File: src/rtl/clefia_pkg.sv
// Shared CLEFIA key-schedule definitions: key-length codes, CON(k) initial
// values and word counts, the P/Q masks, the GF(2^16) x^-1 reduction term,
// and the constant-sequencer state encoding.
package clefia_pkg;

  localparam logic [1:0]  KEYLEN_128 = 2'b00;
  localparam logic [1:0]  KEYLEN_192 = 2'b01;
  localparam logic [1:0]  KEYLEN_256 = 2'b10;

  localparam logic [15:0] IV_128     = 16'h428A;
  localparam logic [15:0] IV_192     = 16'h7137;
  localparam logic [15:0] IV_256     = 16'hB5C0;

  localparam logic [6:0]  NCON_128   = 7'd60;
  localparam logic [6:0]  NCON_192   = 7'd84;
  localparam logic [6:0]  NCON_256   = 7'd92;

  localparam logic [15:0] P_CONST    = 16'hB7E1;
  localparam logic [15:0] Q_CONST    = 16'h243F;

  // x^16+x^15+x^13+x^11+x^5+x^4+1 folded for a right shift by one
  localparam logic [15:0] XINV_POLY  = 16'hD418;

  typedef enum logic [1:0] {IDLE, EVEN, ODD, DONE} con_state_e;

  // One buffered output word
  typedef struct packed {
    logic [31:0] data;
    logic [6:0]  idx;
    logic        last;
  } con_word_t;

endpackage

File: src/rtl/con_gfmul_xinv.sv
// Combinational GF(2^16) multiply by x^-1 for the CLEFIA T register.
module con_gfmul_xinv
  import clefia_pkg::*;
(
  input  logic [15:0] t,
  output logic [15:0] t_next
);

  // Shift right, fold the dropped bit back through the reduction term
  always_comb t_next = {1'b0, t[15:1]} ^ (t[0] ? XINV_POLY : 16'h0000);

endmodule

File: src/rtl/con_seq_ctrl.sv
// CLEFIA CON(k) constant sequencer. Walks T through x^-1 steps and streams
// an even/odd 32-bit constant pair per T value over valid/ready.
// Build option: CON_SKID_EN inserts a 2-entry output skid buffer so the
// generator only looks at buffer occupancy, never at the live con_ready.
module con_seq_ctrl #(
  parameter logic [15:0] P_CONST = 16'hB7E1,
  parameter logic [15:0] Q_CONST = 16'h243F
) (
  input  logic        clk,
  input  logic        rst_n,
  input  logic        start,
  input  logic [1:0]  key_len,
  output logic [31:0] con_data,
  output logic        con_valid,
  input  logic        con_ready,
  output logic [6:0]  con_idx,
  output logic        con_last,
  output logic        busy,
  output logic        done
);
  import clefia_pkg::*;

  con_state_e  state, state_nx;
  logic [15:0] t_q, t_mul, iv_sel;
  logic [6:0]  idx_q, n_q, n_sel;
  logic        key_ok;
  logic [31:0] gen_data;
  logic        gen_valid, gen_last, gen_adv, drained;

  con_gfmul_xinv u_xinv (.t(t_q), .t_next(t_mul));

  // Decode key length into IV and word count; reserved code blocks start
  always_comb begin
    key_ok = 1'b1;
    iv_sel = IV_128;
    n_sel  = NCON_128;
    case (key_len)
      KEYLEN_128: begin iv_sel = IV_128; n_sel = NCON_128; end
      KEYLEN_192: begin iv_sel = IV_192; n_sel = NCON_192; end
      KEYLEN_256: begin iv_sel = IV_256; n_sel = NCON_256; end
      default:    key_ok = 1'b0;
    endcase
  end

  // Format the current constant from T: even = {T^P, rotl1(~T)}, odd = {~T^Q, rotl8(T)}
  always_comb begin
    gen_data = 32'h0;
    case (state)
      EVEN:    gen_data = {t_q ^ P_CONST, ~t_q[14:0], ~t_q[15]};
      ODD:     gen_data = {~t_q ^ Q_CONST, t_q[7:0], t_q[15:8]};
      default: gen_data = 32'h0;
    endcase
  end

  assign gen_valid = (state == EVEN) || (state == ODD);
  assign gen_last  = gen_valid && (idx_q == n_q - 7'd1);

`ifdef CON_SKID_EN
  con_word_t head_q, tail_q, gen_w;
  logic [1:0] cnt_q;
  logic       push, pop;

  // Generator advances on registered occupancy only
  assign gen_adv = (cnt_q != 2'd2);
  assign drained = (cnt_q == 2'd0);
  assign push    = gen_valid && gen_adv;
  assign pop     = (cnt_q != 2'd0) && con_ready;
  assign gen_w   = '{data: gen_data, idx: idx_q, last: gen_last};

  // Two-entry FIFO; head drives the ports
  always_ff @(posedge clk or negedge rst_n) begin
    if (!rst_n) begin
      head_q <= '0;
      tail_q <= '0;
      cnt_q  <= 2'd0;
    end else begin
      case ({push, pop})
        2'b10: begin
          if (cnt_q == 2'd0) head_q <= gen_w;
          else               tail_q <= gen_w;
          cnt_q <= cnt_q + 2'd1;
        end
        2'b01: begin
          head_q <= tail_q;
          cnt_q  <= cnt_q - 2'd1;
        end
        2'b11: head_q <= gen_w;   // push implies cnt_q==1 here
        default: ;
      endcase
    end
  end

  assign con_valid = (cnt_q != 2'd0);
  assign con_data  = head_q.data;
  assign con_idx   = head_q.idx;
  assign con_last  = con_valid && head_q.last;
`else
  assign gen_adv   = con_ready;
  assign drained   = 1'b1;
  assign con_valid = gen_valid;
  assign con_data  = gen_data;
  assign con_idx   = idx_q;
  assign con_last  = gen_last;
`endif

  assign done = (state == DONE) && drained;
  assign busy = (state != IDLE) && !done;

  // State register
  always_ff @(posedge clk or negedge rst_n) begin
    if (!rst_n) state <= IDLE;
    else        state <= state_nx;
  end

  // Next-state: start only honoured in IDLE with a legal key length
  always_comb begin
    state_nx = state;
    case (state)
      IDLE: if (start && key_ok) state_nx = EVEN;
      EVEN: if (gen_adv)         state_nx = ODD;
      ODD:  if (gen_adv)         state_nx = gen_last ? DONE : EVEN;
      DONE: if (drained)         state_nx = IDLE;
      default:                   state_nx = IDLE;
    endcase
  end

  // T, index and run length; index holds at n-1 on the final word
  always_ff @(posedge clk or negedge rst_n) begin
    if (!rst_n) begin
      t_q   <= 16'h0;
      idx_q <= 7'd0;
      n_q   <= 7'd0;
    end else begin
      case (state)
        IDLE: if (start && key_ok) begin
          t_q   <= iv_sel;
          n_q   <= n_sel;
          idx_q <= 7'd0;
        end
        EVEN: if (gen_adv) idx_q <= idx_q + 7'd1;
        ODD: if (gen_adv) begin
          t_q <= t_mul;
          if (!gen_last) idx_q <= idx_q + 7'd1;
        end
        DONE: if (drained) idx_q <= 7'd0;
        default: ;
      endcase
    end
  end

endmodule

File: config.mk
export PLATFORM = sky130hd
export DESIGN_NAME = con_seq_ctrl
export DESIGN_NICKNAME = d
export VERILOG_FILES = /design/src/rtl/clefia_pkg.sv /design/src/rtl/con_gfmul_xinv.sv /design/src/rtl/con_seq_ctrl.sv
export SDC_FILE = /design/constraint.sdc
export NUM_CORES = 1
export LEC_CHECK = 0
export ABC_AREA = 0
export BUFFER_PORTS_ARGS = -buffer_cell sky130_fd_sc_hd__buf_2
export CORE_MARGIN = 5
export CORE_UTILIZATION = 25
export CTS_CLUSTER_DIAMETER = 80
export CTS_CLUSTER_SIZE = 30
export DETAILED_ROUTE_END_ITERATION = 12
export GPL_TIMING_DRIVEN = 1
export PLACE_DENSITY = 0.4
export SLEW_MARGIN = 10
export SYNTH_ARGS = -nofsm -noshare
export SYNTH_HDL_FRONTEND = slang
export SYNTH_SLANG_ARGS = --single-unit
File: constraint.sdc
create_clock -name clk -period 2.65 [get_ports clk]
set_input_delay 0.3975 -clock clk [delete_from_list [all_inputs] [get_ports clk]]
set_output_delay 0.3975 -clock clk [all_outputs]
set_load 0.02 [all_outputs]
# ---- Word level (Yosys, flattened, before mapping)
# Index checks and enable logic that the tools add are counted.
dict set report classes {
  n_addsub 2
  eq_ne 10
  mux 18
  n_bitwise 6
  n_reduce_logical 14
}
# operator count
set ops {}
lappend ops {{one-hot mux 16 bit (2 select lines)} 2}
lappend ops {{one-hot mux 32 bit (2 select lines)} 1}
lappend ops {{2-to-1 mux 16 bit} 3}
lappend ops {{2-to-1 mux 7 bit} 4}
lappend ops {{one-hot mux 7 bit (4 select lines)} 1}
lappend ops {{NOT 16 bit} 1}
lappend ops {{bitwise XOR 15 x 16 -> 16 bit} 1}
lappend ops {{NOT 15 bit} 1}
lappend ops {{one-hot mux 7 bit (2 select lines)} 1}
lappend ops {{NOT 10 bit} 1}
lappend ops {{2-to-1 mux 2 bit} 4}
lappend ops {{!= test 2 bit, second input constant} 4}
lappend ops {{NOT 8 bit} 1}
lappend ops {{one-hot mux 2 bit (4 select lines)} 1}
lappend ops {{adder 7 x 1 -> 7 bit, second input constant} 1}
lappend ops {{== test 7 bit} 1}
lappend ops {{subtractor 7 x 1 -> 7 bit, second input constant} 1}
lappend ops {{== test 2 bit, second input constant} 3}
lappend ops {{AND reduction 3 bit} 2}
lappend ops {{== test 2 x 1 -> 1 bit, second input constant} 2}
lappend ops {{logical NOT 2 bit} 2}
lappend ops {{AND reduction 4 bit} 1}
lappend ops {{nonzero test 2 bit} 2}
lappend ops {{logical AND 1 bit} 3}
lappend ops {{6 further kinds} 6}
dict set report word_totals {
  regBits 32
  in_bits 6
  out_inout_bits 43
}

# ---- Depth between registers and ports, before layout
# Gate-level depths: netlist of run 1.
dict set report logic_depth {
  depth_word 6
  ltp_mapped 8
}

# ---- Cells and area by module
# A second synthesis of run 1 with hierarchy kept.
dict set report unflattened {
  hier_cells 254
  area_unflattened_um2 2092.0
}
# module n_inst cells_each area_each_um2 seq_area_each_um2
set modules_own_cells {}
lappend modules_own_cells {con_seq_ctrl 1 237 1954.4 725.7}
lappend modules_own_cells {con_gfmul_xinv 1 17 137.6 0.0}

# ---- Worst setup path after synthesis of run 1
# Ideal clock, no wire load.
dict set report synth_timing {
  path_kind {reg2out}
  startpoint {reg state[0]}
  endpoint {out con_data[11]}
  arrival_ps 1977
  t_required_ps 2253
  path_slack_ps 275
  path_stages_with_launch 8
  cell_sequence {dfrtp_1 -> inv_1 -> ha_1 -> buf_2 -> clkbuf_1 -> buf_2 -> nand2_1 -> a21boi_0}
}
dict set report synth_via {
  elab_chain_len 2
}
# element line
set synth_rtl {}
lappend synth_rtl {{start, declared} con_seq_ctrl.sv:23} ;# con_state_e state, state_nx;
lappend synth_rtl {{start signal, assigned} con_seq_ctrl.sv:112} ;# else state <= state_nx;
lappend synth_rtl {{== test 2 bit or == test 2 x 1 -> 1 bit (tied branches)} con_seq_ctrl.sv:48} ;# case (state)
lappend synth_rtl {{one-hot mux 32 bit (2 select lines) *} con_seq_ctrl.sv:48}
lappend synth_rtl {{end, declared} con_seq_ctrl.sv:13} ;# output logic [31:0] con_data,
# Mark *: on every way between the ends. The rest lies on a longest branch, timed or not.

# ---- Worst setup path after layout of run 1
dict set report layout_timing {
  startpoint {reg state[0]}
  endpoint {out con_data[0]}
}
# Same word-level chain as after synthesis.

==> results of run 1 <==
sequential cells by signal, indices dropped and copies added (netlist names):
| name | count |
|---|---|
| con_idx | 7 |
| t_q | 16 |
| state | 2 |
| n_q | 4 |
layout by cell type (no fill, tap or decap), types with 2 or more instances in the layout:
| cell | netlist | routed |
|---|---|---|
| a21o_1 | 3 | 3 |
| dfrtp_1 | 29 | 29 |
| and2_1 | 15 | 15 |
| xnor2_1 | 5 | 5 |
| nor3_1 | 2 | 2 |
| o22ai_1 | 2 | 2 |
| nand3_1 | 5 | 5 |
| clkbuf_8 | 0 | 7 |
| nand2_1 | 41 | 41 |
| nor2b_1 | 5 | 5 |
| xor2_1 | 5 | 5 |
| o21ai_0 | 27 | 26 |
| nand3b_1 | 4 | 4 |
| a31oi_1 | 3 | 3 |
| a211oi_1 | 2 | 2 |
| buf_4 | 1 | 6 |
| ha_1 | 13 | 13 |
| nand2b_1 | 6 | 6 |
| a21boi_0 | 4 | 4 |
| o2111ai_1 | 2 | 2 |
| inv_1 | 15 | 15 |
| nor2_1 | 16 | 16 |
| a21oi_1 | 10 | 10 |
| o211ai_1 | 7 | 7 |
| and3_1 | 2 | 2 |
| buf_2 | 3 | 48 |
final timing paths:
path                       startpoint          end
setup / recovery             state[0]  con_data[0]
hold / removal                  rst_n   con_idx[6]
setup reg to reg             state[0]   con_idx[0]
hold reg to reg                n_q[6]       n_q[6]
max in group asynchronous       rst_n       t_q[3]
min in group clk               n_q[6]       n_q[6]
area by class of cell:
class / count / area [um2]
timing repair buffer: 54 / 285
inverter: 16 / 62.6
multi-input combinational: 194 / 1230
clock buffer: 7 / 96.3
tap: 105 / 131
clock inverter: 1 / 5.00
sequential: 29 / 726
fill: 918 / 5640
per-layer routing:
metal | GRT usage, % | up-vias | share of wire, %
met4 | 3.99 | 0 | 1.4
met1 | 17.7 | 872 | 48
li1 | - | 950 | -
met5 | 0 | - | 0
met3 | 2.20 | 6 | 4.0
met2 | 19.4 | 31 | 46
logic make-up (layout without fill, tap and decap cells):
group / count (synthesis) / count (layout) / share of synthesized area (%)
muxes: 3 / 3 / 1.75
xor gates and xnor gates: 10 / 10 / 4.22
DFF: 29 / 29 / 34.9
adders and majority gates: 13 / 13 / 7.83
and+or+nand+nor: 100 / 100 / 23.5
buffers and inverters: 29 / 78 / 5.72
AOI/OAI and AO/OA: 68 / 68 / 22.0
power by group:
group / leakage (uW) / internal [uW] / switching [uW]
clock network: 0.0000542 / 235 / 189
registers: 0.000362 / 647 / 283
logic: 0.000824 / 873 / 1550
stage by stage:
step | total power [uW] | cells
after floorplan | 2590 | 252
after global placement | 3420 | 398
after detailed placement | 3400 | 398
after CTS | 3830 | 406
after global routing | 4120 | 406
final | 3780 | 406
==> metrics.log, run 1 <==
[metrics] source-to-sink clock delay at the later pin of the worst-skew pair: roughly 280 ps
[metrics] number of hold violations in the final report: 0
[metrics] Most common cell on crit path: buf_4
[metrics] first-pass GRT wire length: around 10 mm
[metrics] critical path depth: 8
[metrics] critical-path cell with the highest stage delay: dfrtp_1
[metrics] final hold slack: between 150 and 200 ps
[metrics] Area contributors post-synth: dfrtp_1, ha_1, nand2_1
[metrics] dpl hpwl: 4.66 mm
[metrics] setup TNS: 0 ps
[metrics] CTS resizes: 0
[metrics] most numerous cell types in the synthesized netlist: nand2_1, dfrtp_1, o21ai_0, nor2_1
[metrics] status: finished, final reports clean
[metrics] maximum number of pins on one net before global-route repair: 30
[metrics] Routed WL per cell: between 15 and 20 um
[metrics] effective utilization at floorplan: roughly a quarter
[metrics] number of rows created at floorplan: 33
[metrics] routed via count divided by cell count: roughly 4.6
[metrics] dominant delay contributor by cell family on the critical path: buffers and inverters
[metrics] post-route ant nets: 0
[metrics] Max Cap Violations: 0
[metrics] delay of the slowest critical-path stage: approximately 420 ps
[metrics] First-pass DRT Iterations: 5
[metrics] final net count: approximately 320
[metrics] synthesized net count: roughly 270
[metrics] area leader, netlist: dfrtp_1
[metrics] weighted congestion at the end of routability-driven global placement: around 0.75
[metrics] P_leak: 0.00124 uW
[metrics] number of synthesized register bits: 29
[metrics] most used standard cell by instance count after synthesis: nand2_1
[metrics] count of buffers from port buffering: 48
[metrics] type of element capturing the critical path: primary output
[metrics] series of cell instances along the critical path: inv_1 > ha_1 > buf_4 > buf_4 > nand2_1 > o21ai_0 > and2_1 > buf_2
[metrics] top fanout value on the critical path: 17
[metrics] final cycle utilization of the critical path: 92.9%
[metrics] CTS hold repair buffers: 0
[metrics] initial antenna violation count: 0
[metrics] final wirelength: between 6 and 7 mm
[metrics] number of buffers and inverters on the critical path: 4
[metrics] required time of the worst setup path: ~2300 ps
[metrics] Slew @ Worst Pin: 726 ps
[metrics] CTS HTree Levels: 2
[metrics] maximum count of clock buffers along a single path: 2
[metrics] TritonCTS clock tree: built
[metrics] fraction of the core area covered by cells at the end of the flow: between 30 and 40%
[metrics] Max Clock Skew: approximately 3.8 ps
[metrics] number of global-route vias before repair: between 1500 and 2000
[metrics] Reg2Reg Depth: 7
[metrics] area post-placement: roughly 2400 um2
[metrics] number of flops mapped to enable cells by yosys: 0
[metrics] Final Cell Area: around 2500 um2
[metrics] Die ar.: just over 10000 um2
[metrics] share of post-route cells with drive strength above 1: about a quarter
[metrics] number of different library cells in the post-synthesis netlist: between 40 and 50
[metrics] starting DRC count in detailed routing: 89
[metrics] category of the most critical setup path: reg2out
[metrics] leading register cell type out of synthesis: dfrtp_1
[metrics] proportion of netlist area held by the largest area contributor: a little over a third
[metrics] n_diodes: 0
[metrics] Core ar.: 8180 um2
[metrics] Die H: around 100 um
[metrics] post-synthesis cell area: ~2100 um2
[metrics] via count: around 1900
[metrics] Final Worst Setup Slack: about 190 ps
[metrics] number of buffers created by CTS: 5
[metrics] clk root buf: clkbuf_8
[metrics] post-synthesis average cell area: around 8 um2
[metrics] FFs w/ async S/R, synth: 100%
[metrics] Critical Path Source Type: register
[metrics] unrepaired setup endpoints after global routing: false
[metrics] Num Clock Sinks: 29
[metrics] all-layer global routing usage: 12.5%
[metrics] layout overhead on the synthesized area: 22.2%
[metrics] Gate Count Post-Synth: around 250
[metrics] Hold/Removal Path Class: in2async
[metrics] number of setup buffers added after CTS: 0
[metrics] Post-Place Worst Slack: around 450 ps
[metrics] remaining design rule violation count: 0
[metrics] Setup-failing EPs final: 0
[metrics] worst reg-to-reg setup slack: between 400 and 500 ps
[metrics] sequential cell area fraction in the yosys report: a little over a third
[metrics] global route overflow: 0
[metrics] register clock-pin slew on the reported worst setup and hold paths: 70 ps
[metrics] Die X-Extent: between 100 and 150 um
[metrics] io pins: 49
[metrics] final-report max-slew violation count: 0
[metrics] VDD IR max: about 0.29 mV
[metrics] number of warnings issued by yosys: 0
[metrics] signal arrival time at the worst endpoint: approximately 2100 ps
[metrics] Max Clock Freq: around 400 MHz
[metrics] relative max-transition margin: 51.6%
[metrics] post-route minimum period: 2460 ps
[metrics] areal power density over the cells: around 1500 nW/um2
Power figures use the tool's default switching activity.
==> inputs of run 2 (changes only) <==
Settings changed: ABC_AREA 0 to 1.
==> run 2 against run 1 <==
Compared with the run above:
- synthesized cell count rose by 16%
- sequential share of layout area grew 0.87 points
- worst hold slack worse by 16 ps
- setup slack better by 75 ps
- synthesized area fell by 0.66%
==> metrics.log, run 2 <==
[metrics] Core ar.: 8130 um2 (-0.51%)
[metrics] CTS HTree Levels: 2 (unchanged)
[metrics] unrepaired setup endpoints after global routing: false
[metrics] number of different library cells in the post-synthesis netlist: 29 (-31%)
[metrics] synthesized net count: 312 (+15%)
[metrics] number of synthesized register bits: 29 (unchanged)
[metrics] category of the most critical setup path: reg2out
[metrics] final wirelength: 6.48 mm (+5.2%)
[metrics] dpl hpwl: 4.88 mm (+4.8%)
[metrics] Num Clock Sinks: 29 (unchanged)
[metrics] parity-gate share of the synthesized area counting xor and xnor cells: 1.70% (-2.5 points)
[metrics] leading cell types in the layout, fill and taps excluded: nand2_1, buf_2, nor2_1, inv_1, dfrtp_1
[metrics] number of warnings issued by yosys: 0 (unchanged)
[metrics] Post-Place Worst Slack: 537 ps (+84.6 ps)
[metrics] proportion of netlist area held by the largest area contributor: 35.2% (+0.23 points)
[metrics] CTS resizes: 0 (unchanged)
[metrics] register clock-pin slew on the reported worst setup and hold paths: 70 ps (about the same)
[metrics] r2r startpoint: state[0]
[metrics] Area contributors post-synth: dfrtp_1, nand2_1, ha_1
[metrics] Routed WL per cell: 14.5 um (-4.3%)
[metrics] P_leak: 0.00130 uW (+4.9%)
[metrics] setup TNS: 0 ps (unchanged)
[metrics] via count: 1980 (+6.5%)
[metrics] status: finished, final reports clean
[metrics] sequential cell fraction of total power: 25.2% (+0.6 points)
[metrics] TritonCTS clock tree: built
[metrics] all-layer global routing usage: 13.2% (+0.68 points)
[metrics] final hold slack: 151 ps (-15.9 ps)
[metrics] register with the highest flop count: t_q
[metrics] area leader, netlist: dfrtp_1
[metrics] clock network power share: 11.3% (about the same)
[metrics] number of buffers created by CTS: 5 (unchanged)
[metrics] VDD IR max: 0.511 mV (+77%)
[metrics] starting DRC count in detailed routing: 58 (-35%)
[metrics] routed via count divided by cell count: 4.44 (-3.0%)
[metrics] multiplexer share of the synthesized area: 0% (-1.7 points)
[metrics] First-pass DRT Iterations: 4 (-1)
[metrics] flip-flop count of the largest register after layout: 16 (unchanged)
[metrics] Die X-Extent: 101 um (-0.30%)
[metrics] n_diodes: 0 (unchanged)
[metrics] count of buffers from port buffering: 48 (unchanged)
[metrics] most numerous cell types in the synthesized netlist: nand2_1, nor2_1, inv_1, dfrtp_1
[metrics] required time of the worst setup path: 2250 ps (about the same)
[metrics] weighted congestion at the end of routability-driven global placement: 0.824 (+10%)
[metrics] final net count: 359 (+13%)
[metrics] main combinational cell family by area after synthesis: simple AND/OR/NAND/NOR gates
[metrics] Critical Path Source Type: register
[metrics] clk root buf: clkbuf_8
[metrics] sw frac: 55.6% (+2.0 points)
[metrics] signal arrival time at the worst endpoint: 1990 ps (-70 ps)
[metrics] worst setup path startpoint: state[0]
[metrics] filler cell count: 911 (-0.76%)
[metrics] area share of fa/ha/maj cells after synthesis: 7.88% (+0.052 points)
[metrics] Die ar.: 10200 um2 (-0.60%)
[metrics] effective utilization at floorplan: 25.4% (-0.040 points)
[metrics] Compound-Gate Fraction of Synth Area: 15.5% (-6.5 points)
[metrics] io pins: 49 (unchanged)
[metrics] post-synthesis cell area: 2060 um2 (-0.66%)
[metrics] number of hold violations in the final report: 0 (unchanged)
[metrics] layout overhead on the synthesized area: 19.4%
[metrics] number of flops mapped to enable cells by yosys: 0 (unchanged)
[metrics] Final Worst Setup Slack: 263 ps (+74.6 ps)
[metrics] NetSw: 1810 uW (-11%)
[metrics] top fanout value on the critical path: 16 (-1)
[metrics] number of global-route vias before repair: 1957 (+4.5%)
[metrics] Hold/Removal Path Class: in2async
[metrics] Max Clock Freq: 419 MHz (+3.1%)
[metrics] worst reg-to-reg setup slack: 660 ps (+200 ps)
[metrics] global route overflow: 0 (unchanged)
[metrics] most common cell after layout, fill and taps aside: nand2_1
[metrics] post-route ant nets: 0 (unchanged)
[metrics] most used standard cell by instance count after synthesis: nand2_1
[metrics] initial antenna violation count: 0 (unchanged)
[metrics] Max Cap Violations: 0 (unchanged)
[metrics] share of post-route cells with drive strength above 1: 20.2% (-3.0 points)
[metrics] relative max-transition margin: 52.7% (+1.2 points)
[metrics] sequential cell area fraction in the yosys report: 35.2% (+0.23 points)
[metrics] final cycle utilization of the critical path: 90.1% (-2.8 points)
[metrics] maximum number of pins on one net before global-route repair: 30 (unchanged)
[metrics] CTS hold repair buffers: 0 (unchanged)
[metrics] remaining design rule violation count: 0 (unchanged)
[metrics] post-synthesis average cell area: 7.04 um2 (-15%)
[metrics] Die H: 101 um (-0.30%)
[metrics] Critical path destination: con_data[5]
[metrics] Reg2Reg Depth: 9 (+2)
[metrics] final-report max-slew violation count: 0 (unchanged)
[metrics] capture instance of the worst register-to-register path: t_q[8]
[metrics] number of rows created at floorplan: 33 (unchanged)
[metrics] Slew @ Worst Pin: 709 ps (-17.4 ps)
[metrics] internal cell power: 1450 uW (-18%)
[metrics] first-pass GRT wire length: 10.4 mm (+3.4%)
[metrics] Combinational Power Share: 63.6% (-0.6 points)
[metrics] leading register cell type out of synthesis: dfrtp_1
[metrics] post-route minimum period: 2390 ps (-74.6 ps)
[metrics] number of setup buffers added after CTS: 0 (unchanged)
[metrics] type of element capturing the critical path: primary output
[metrics] Setup-failing EPs final: 0 (unchanged)
[metrics] source-to-sink clock delay at the later pin of the worst-skew pair: 280 ps (about the same)
[metrics] FFs w/ async S/R, synth: 100% (unchanged)
[metrics] areal power density over the cells: 1320 nW/um2 (-11%)
[metrics] Gate Count Post-Synth: 293 (+16%)
[metrics] maximum count of clock buffers along a single path: 2 (unchanged)
[metrics] area fraction in and, or, nand and nor cells after synthesis: 28.4% (+4.9 points)
[metrics] Max Clock Skew: 11.5 ps (+7.71 ps)
## run 2: changes by cell type in the layout (fill, tap and decap cells not counted), sizes merged, moves of 6 or more
cell | previous run | this run
and2 | 15 | 1
nand2 | 41 | 88
o22ai | 2 | 10
o211ai | 7 | 0
nand2b | 6 | 0
nor2 | 16 | 37
inv | 16 | 37
nand3 | 5 | 14
## run 2: logic make-up (layout without fill, tap and decap cells)
family          count (synthesis)  count (layout)
flops                          29              29
compound gates                 55              55
buf+inv                        50              98
simple gates                  142             142
xor+xnor                        4               4
fa+ha+maj                      13              13
## run 2: cell type report
class | instances | area [um2] | area share, %
clock buffers | 8 | 80.1 | 3.25
inverters | 37 | 144 | 5.84
flip-flops and latches | 29 | 726 | 29.5
multi-input cells | 214 | 1100 | 44.8
repair buffers | 53 | 278 | 11.3
well taps | 105 | 131 | 5.33
## run 2: per-stage QoR
stage / utilization [%] / power [uW] / cell area (um2) / std cells
3_5_place_dp: 29.3 / 2940 / 2380 / 438
6_report: 30.3 / 3260 / 2460 / 446
4_1_cts: 30.3 / 3320 / 2460 / 446
5_1_grt: 30.3 / 3580 / 2460 / 446
2_1_floorplan: - / 2310 / 2060 / 293
3_3_place_gp: 29.3 / 2940 / 2380 / 438
## run 2: per-layer routing
metal  vias up  global-route usage, %  part of all wire, %
met5         -                      0                    0
met4         0                   2.80                 0.69
met3         4                   3.18                  5.1
met2        58                   21.9                   46
met1       894                   17.3                   48
li1       1024                      -                    -
## run 2: how the worst min path moves through the flow
stage               start         end
floorplan           rst_n  con_idx[0]
global placement    rst_n  con_idx[0]
detailed placement  rst_n  con_idx[0]
CTS                 rst_n  con_idx[0]
global route        rst_n  con_idx[0]
finish              rst_n  con_idx[0]
## run 2: power by group through the flow
stage	sequential (uW)	combinational (uW)	clock, uW
3_5_place_dp	826	2110	0
4_1_cts	820	2120	383
5_1_grt	851	2330	401
3_3_place_gp	833	2110	0
2_1_floorplan	777	1540	0
6_report	820	2070	367
## run 2: worst max-delay path, cell delays in order, from the launching register on
cell     delay [ps]
dfrtp_1         390
inv_1           100
ha_1            410
inv_1           440
o22ai_1         180
buf_2           180
==> inputs of run 3 (changes only) <==
Settings changed: HOLD_SLACK_MARGIN from default to 0.08, SYNTH_HIERARCHICAL from default to 1.
==> run 3 against run 2 <==
Compared with the run above:
- final cell count increased by 1.6%
- critical path type unchanged
- combinational power is 3% lower
- highest routed layer unchanged
- largest power group unchanged
- setup slack worse by 100 ps
==> metrics.log, run 3 <==
[metrics] leading register cell type out of synthesis: dfrtp_1
[metrics] Final Worst Setup Slack: 161 ps (-102 ps)
[metrics] First-pass DRT Iterations: 4 (unchanged)
[metrics] number of synthesized register bits: 29 (unchanged)
[metrics] final wirelength: 6.66 mm (+2.8%)
[metrics] weighted congestion at the end of routability-driven global placement: 0.803 (-2.5%)
[metrics] number of warnings issued by yosys: 6 (+6)
[metrics] met3 global-route usage: 2.43% (-0.76 points)
[metrics] post-synthesis average cell area: 7.01 um2 (-0.39%)
[metrics] Num Clock Sinks: 29 (unchanged)
[metrics] setup TNS: 0 ps (unchanged)
[metrics] TritonCTS clock tree: built
[metrics] Max Clock Freq: 402 MHz (-4.1%)
[metrics] capture instance of the worst register-to-register path: t_q[7]
[metrics] global route overflow: 0 (unchanged)
[metrics] clk root buf: clkbuf_8
[metrics] Max Cap Violations: 0 (unchanged)
[metrics] most used standard cell by instance count after synthesis: nand2_1
[metrics] share of post-route cells with drive strength above 1: 20.6% (+0.35 points)
[metrics] via count: 2061 (+4.1%)
[metrics] number of hold violations in the final report: 0 (unchanged)
[metrics] CTS HTree Levels: 2 (unchanged)
[metrics] number of buffers created by CTS: 5 (unchanged)
[metrics] required time of the worst setup path: 2250 ps (about the same)
[metrics] synthesized net count: 331 (+6.1%)
[metrics] Setup-failing EPs final: 0 (unchanged)
[metrics] Core ar.: 8640 um2 (+6.2%)
[metrics] signal arrival time at the worst endpoint: 2090 ps (+100 ps)
[metrics] areal power density over the cells: 1300 nW/um2 (-1.7%)
[metrics] effective utilization at floorplan: 25.3% (about the same)
[metrics] Slew @ Worst Pin: 819 ps (+110 ps)
[metrics] maximum number of pins on one net before global-route repair: 33 (+10%)
[metrics] Die ar.: 10700 um2 (+5.5%)
[metrics] number of setup buffers added after CTS: 0 (unchanged)
[metrics] Die X-Extent: 104 um (+2.7%)
[metrics] Post-Place Worst Slack: 437 ps (-99.8 ps)
[metrics] worst reg-to-reg setup slack: 620 ps (-40 ps)
[metrics] register with the highest flop count: t_q
[metrics] io pins: 49 (unchanged)
[metrics] register clock-pin slew on the reported worst setup and hold paths: 70 ps (about the same)
[metrics] final-report max-slew violation count: 0 (unchanged)
[metrics] type of element capturing the critical path: primary output
[metrics] number of global-route vias before repair: 1955 (-0.10%)
[metrics] post-synthesis cell area: 2190 um2 (+6.1%)
[metrics] category of the most critical setup path: reg2out
[metrics] Critical Path Source Type: register
[metrics] number of different library cells in the post-synthesis netlist: 30 (+3.4%)
[metrics] Hold/Removal Path Class: in2async
[metrics] maximum count of clock buffers along a single path: 2 (unchanged)
[metrics] CTS hold repair buffers: 0 (unchanged)
[metrics] filler cell count: 989 (+8.6%)
[metrics] number of flops mapped to enable cells by yosys: 0 (unchanged)
[metrics] post-route minimum period: 2490 ps (+102 ps)
[metrics] first-pass GRT wire length: 10.4 mm (+0.20%)
[metrics] final cycle utilization of the critical path: 93.9% (+3.9 points)
[metrics] area leader, netlist: dfrtp_1
[metrics] met2 track demand over resource: 21.2% (-0.75 points)
[metrics] FFs w/ async S/R, synth: 100% (unchanged)
[metrics] source-to-sink clock delay at the later pin of the worst-skew pair: 280 ps (about the same)
[metrics] layout overhead on the synthesized area: 14.2%
[metrics] Reg2Reg Depth: 9 (unchanged)
[metrics] all-layer global routing usage: 12.2% (-1.0 points)
[metrics] remaining design rule violation count: 0 (unchanged)
[metrics] flip-flop count of the largest register after layout: 16 (unchanged)
[metrics] met1 layer usage reported by global route: 14.9% (-2.4 points)
[metrics] count of buffers from port buffering: 48 (unchanged)
[metrics] Die H: 104 um (+2.7%)
[metrics] routed via count divided by cell count: 4.55 (+2.5%)
[metrics] VDD IR max: 0.482 mV (-5.7%)
[metrics] n_diodes: 0 (unchanged)
[metrics] post-route ant nets: 0 (unchanged)
[metrics] P_leak: 0.00132 uW (+1.2%)
[metrics] Area contributors post-synth: dfrtp_1, nand2_1, ha_1
[metrics] dpl hpwl: 4.95 mm (+1.4%)
[metrics] proportion of netlist area held by the largest area contributor: 33.2% (-2.0 points)
[metrics] sequential cell area fraction in the yosys report: 33.2% (-2.0 points)
[metrics] top fanout value on the critical path: 14 (-2)
[metrics] most used routing layer: met2
[metrics] unrepaired setup endpoints after global routing: false
[metrics] final net count: 364 (+1.4%)
[metrics] initial antenna violation count: 0 (unchanged)
[metrics] Gate Count Post-Synth: 312 (+6.5%)
[metrics] CTS resizes: 0 (unchanged)
[metrics] status: finished, final reports clean
[metrics] r2r startpoint: state[0]
[metrics] leading cell types in the layout, fill and taps excluded: nand2_1, buf_2, nor2_1, inv_1, dfrtp_1
[metrics] most numerous cell types in the synthesized netlist: nand2_1, nor2_1, inv_1, dfrtp_1, nand3_1
[metrics] starting DRC count in detailed routing: 81 (+40%)
[metrics] Routed WL per cell: 14.7 um (+1.2%)
[metrics] relative max-transition margin: 45.1% (-7.7 points)
[metrics] Max Clock Skew: 3.32 ps (-8.21 ps)
[metrics] number of rows created at floorplan: 34 (+3.0%)
[metrics] most common cell after layout, fill and taps aside: nand2_1
==> run 3: cell types whose count changed after synthesis, moves of 2 or more <==
cell and delta:
o21ai_1 -5, buf_2 +3, inv_4 -2, nand2_1 +4, a31oi_1 +8, buf_4 +8, a21oi_1 -7, inv_2 +4
nor2_1 +5, o21ai_0 -2, nand3_1 +2
==> run 3: metrics by stage <==
stage | util (%) | total power (uW) | std cells | hold WS, ps | area (um2)
after floorplan | - | 2410 | 312 | 102 | 2190
after global placement | 27.9 | 2910 | 446 | 508 | 2410
after detailed placement | 27.9 | 2910 | 446 | 510 | 2410
after CTS | 28.9 | 3300 | 453 | 205 | 2500
after global routing | 28.9 | 3520 | 453 | 227 | 2500
final | 28.9 | 3250 | 453 | 175 | 2500
==> run 3: power breakdown <==
group          switching (uW)  total [uW]  internal (uW)
sequential                243         864            621
combinational            1380        2000            621
clock                     177         383            206
==> run 3: area by class of cell <==
type | instances | area [um2] | area share, %
Clock buffer | 7 | 86.3 | 3.45
Sequential cell | 29 | 726 | 29.0
Inverter | 38 | 143 | 5.71
Multi-Input combinational cell | 220 | 1130 | 45.4
Timing Repair Buffer | 51 | 275 | 11.0
Tap cell | 108 | 135 | 5.41
==> run 3: kinds of logic after synthesis <==
logic type	synth area share (%)
xor gates and xnor gates	1.60
buffers and inverters	15.0
DFF	33.2
adders and majority gates	7.43
AOI/OAI and AO/OA	13.3
and+or+nand+nor	29.6
==> run 3: how the worst max path moves through the flow <==
stage                     depth (start not counted)     start            to
after floorplan                                   6  state[0]  con_data[17]
after global placement                            5  state[1]  con_data[17]
after detailed placement                          5  state[0]  con_data[17]
after CTS                                         5  state[1]  con_data[17]
after global routing                              5  state[1]  con_data[17]
final                                             5  state[0]  con_data[17]
==> run 3: worst max-delay path, stage by stage, from the launching register on <==
cell and delay (ps):
dfrtp_1 390, inv_1 110, ha_1 480, inv_1 330, nor3_1 310, buf_2 210
==> run 3: metal layers <==
metal | routed length, um | up-vias
li1 | - | 1042
met4 | 107 | 0
met5 | 0 | -
met1 | 3030 | 962
met2 | 3280 | 49
met3 | 241 | 8
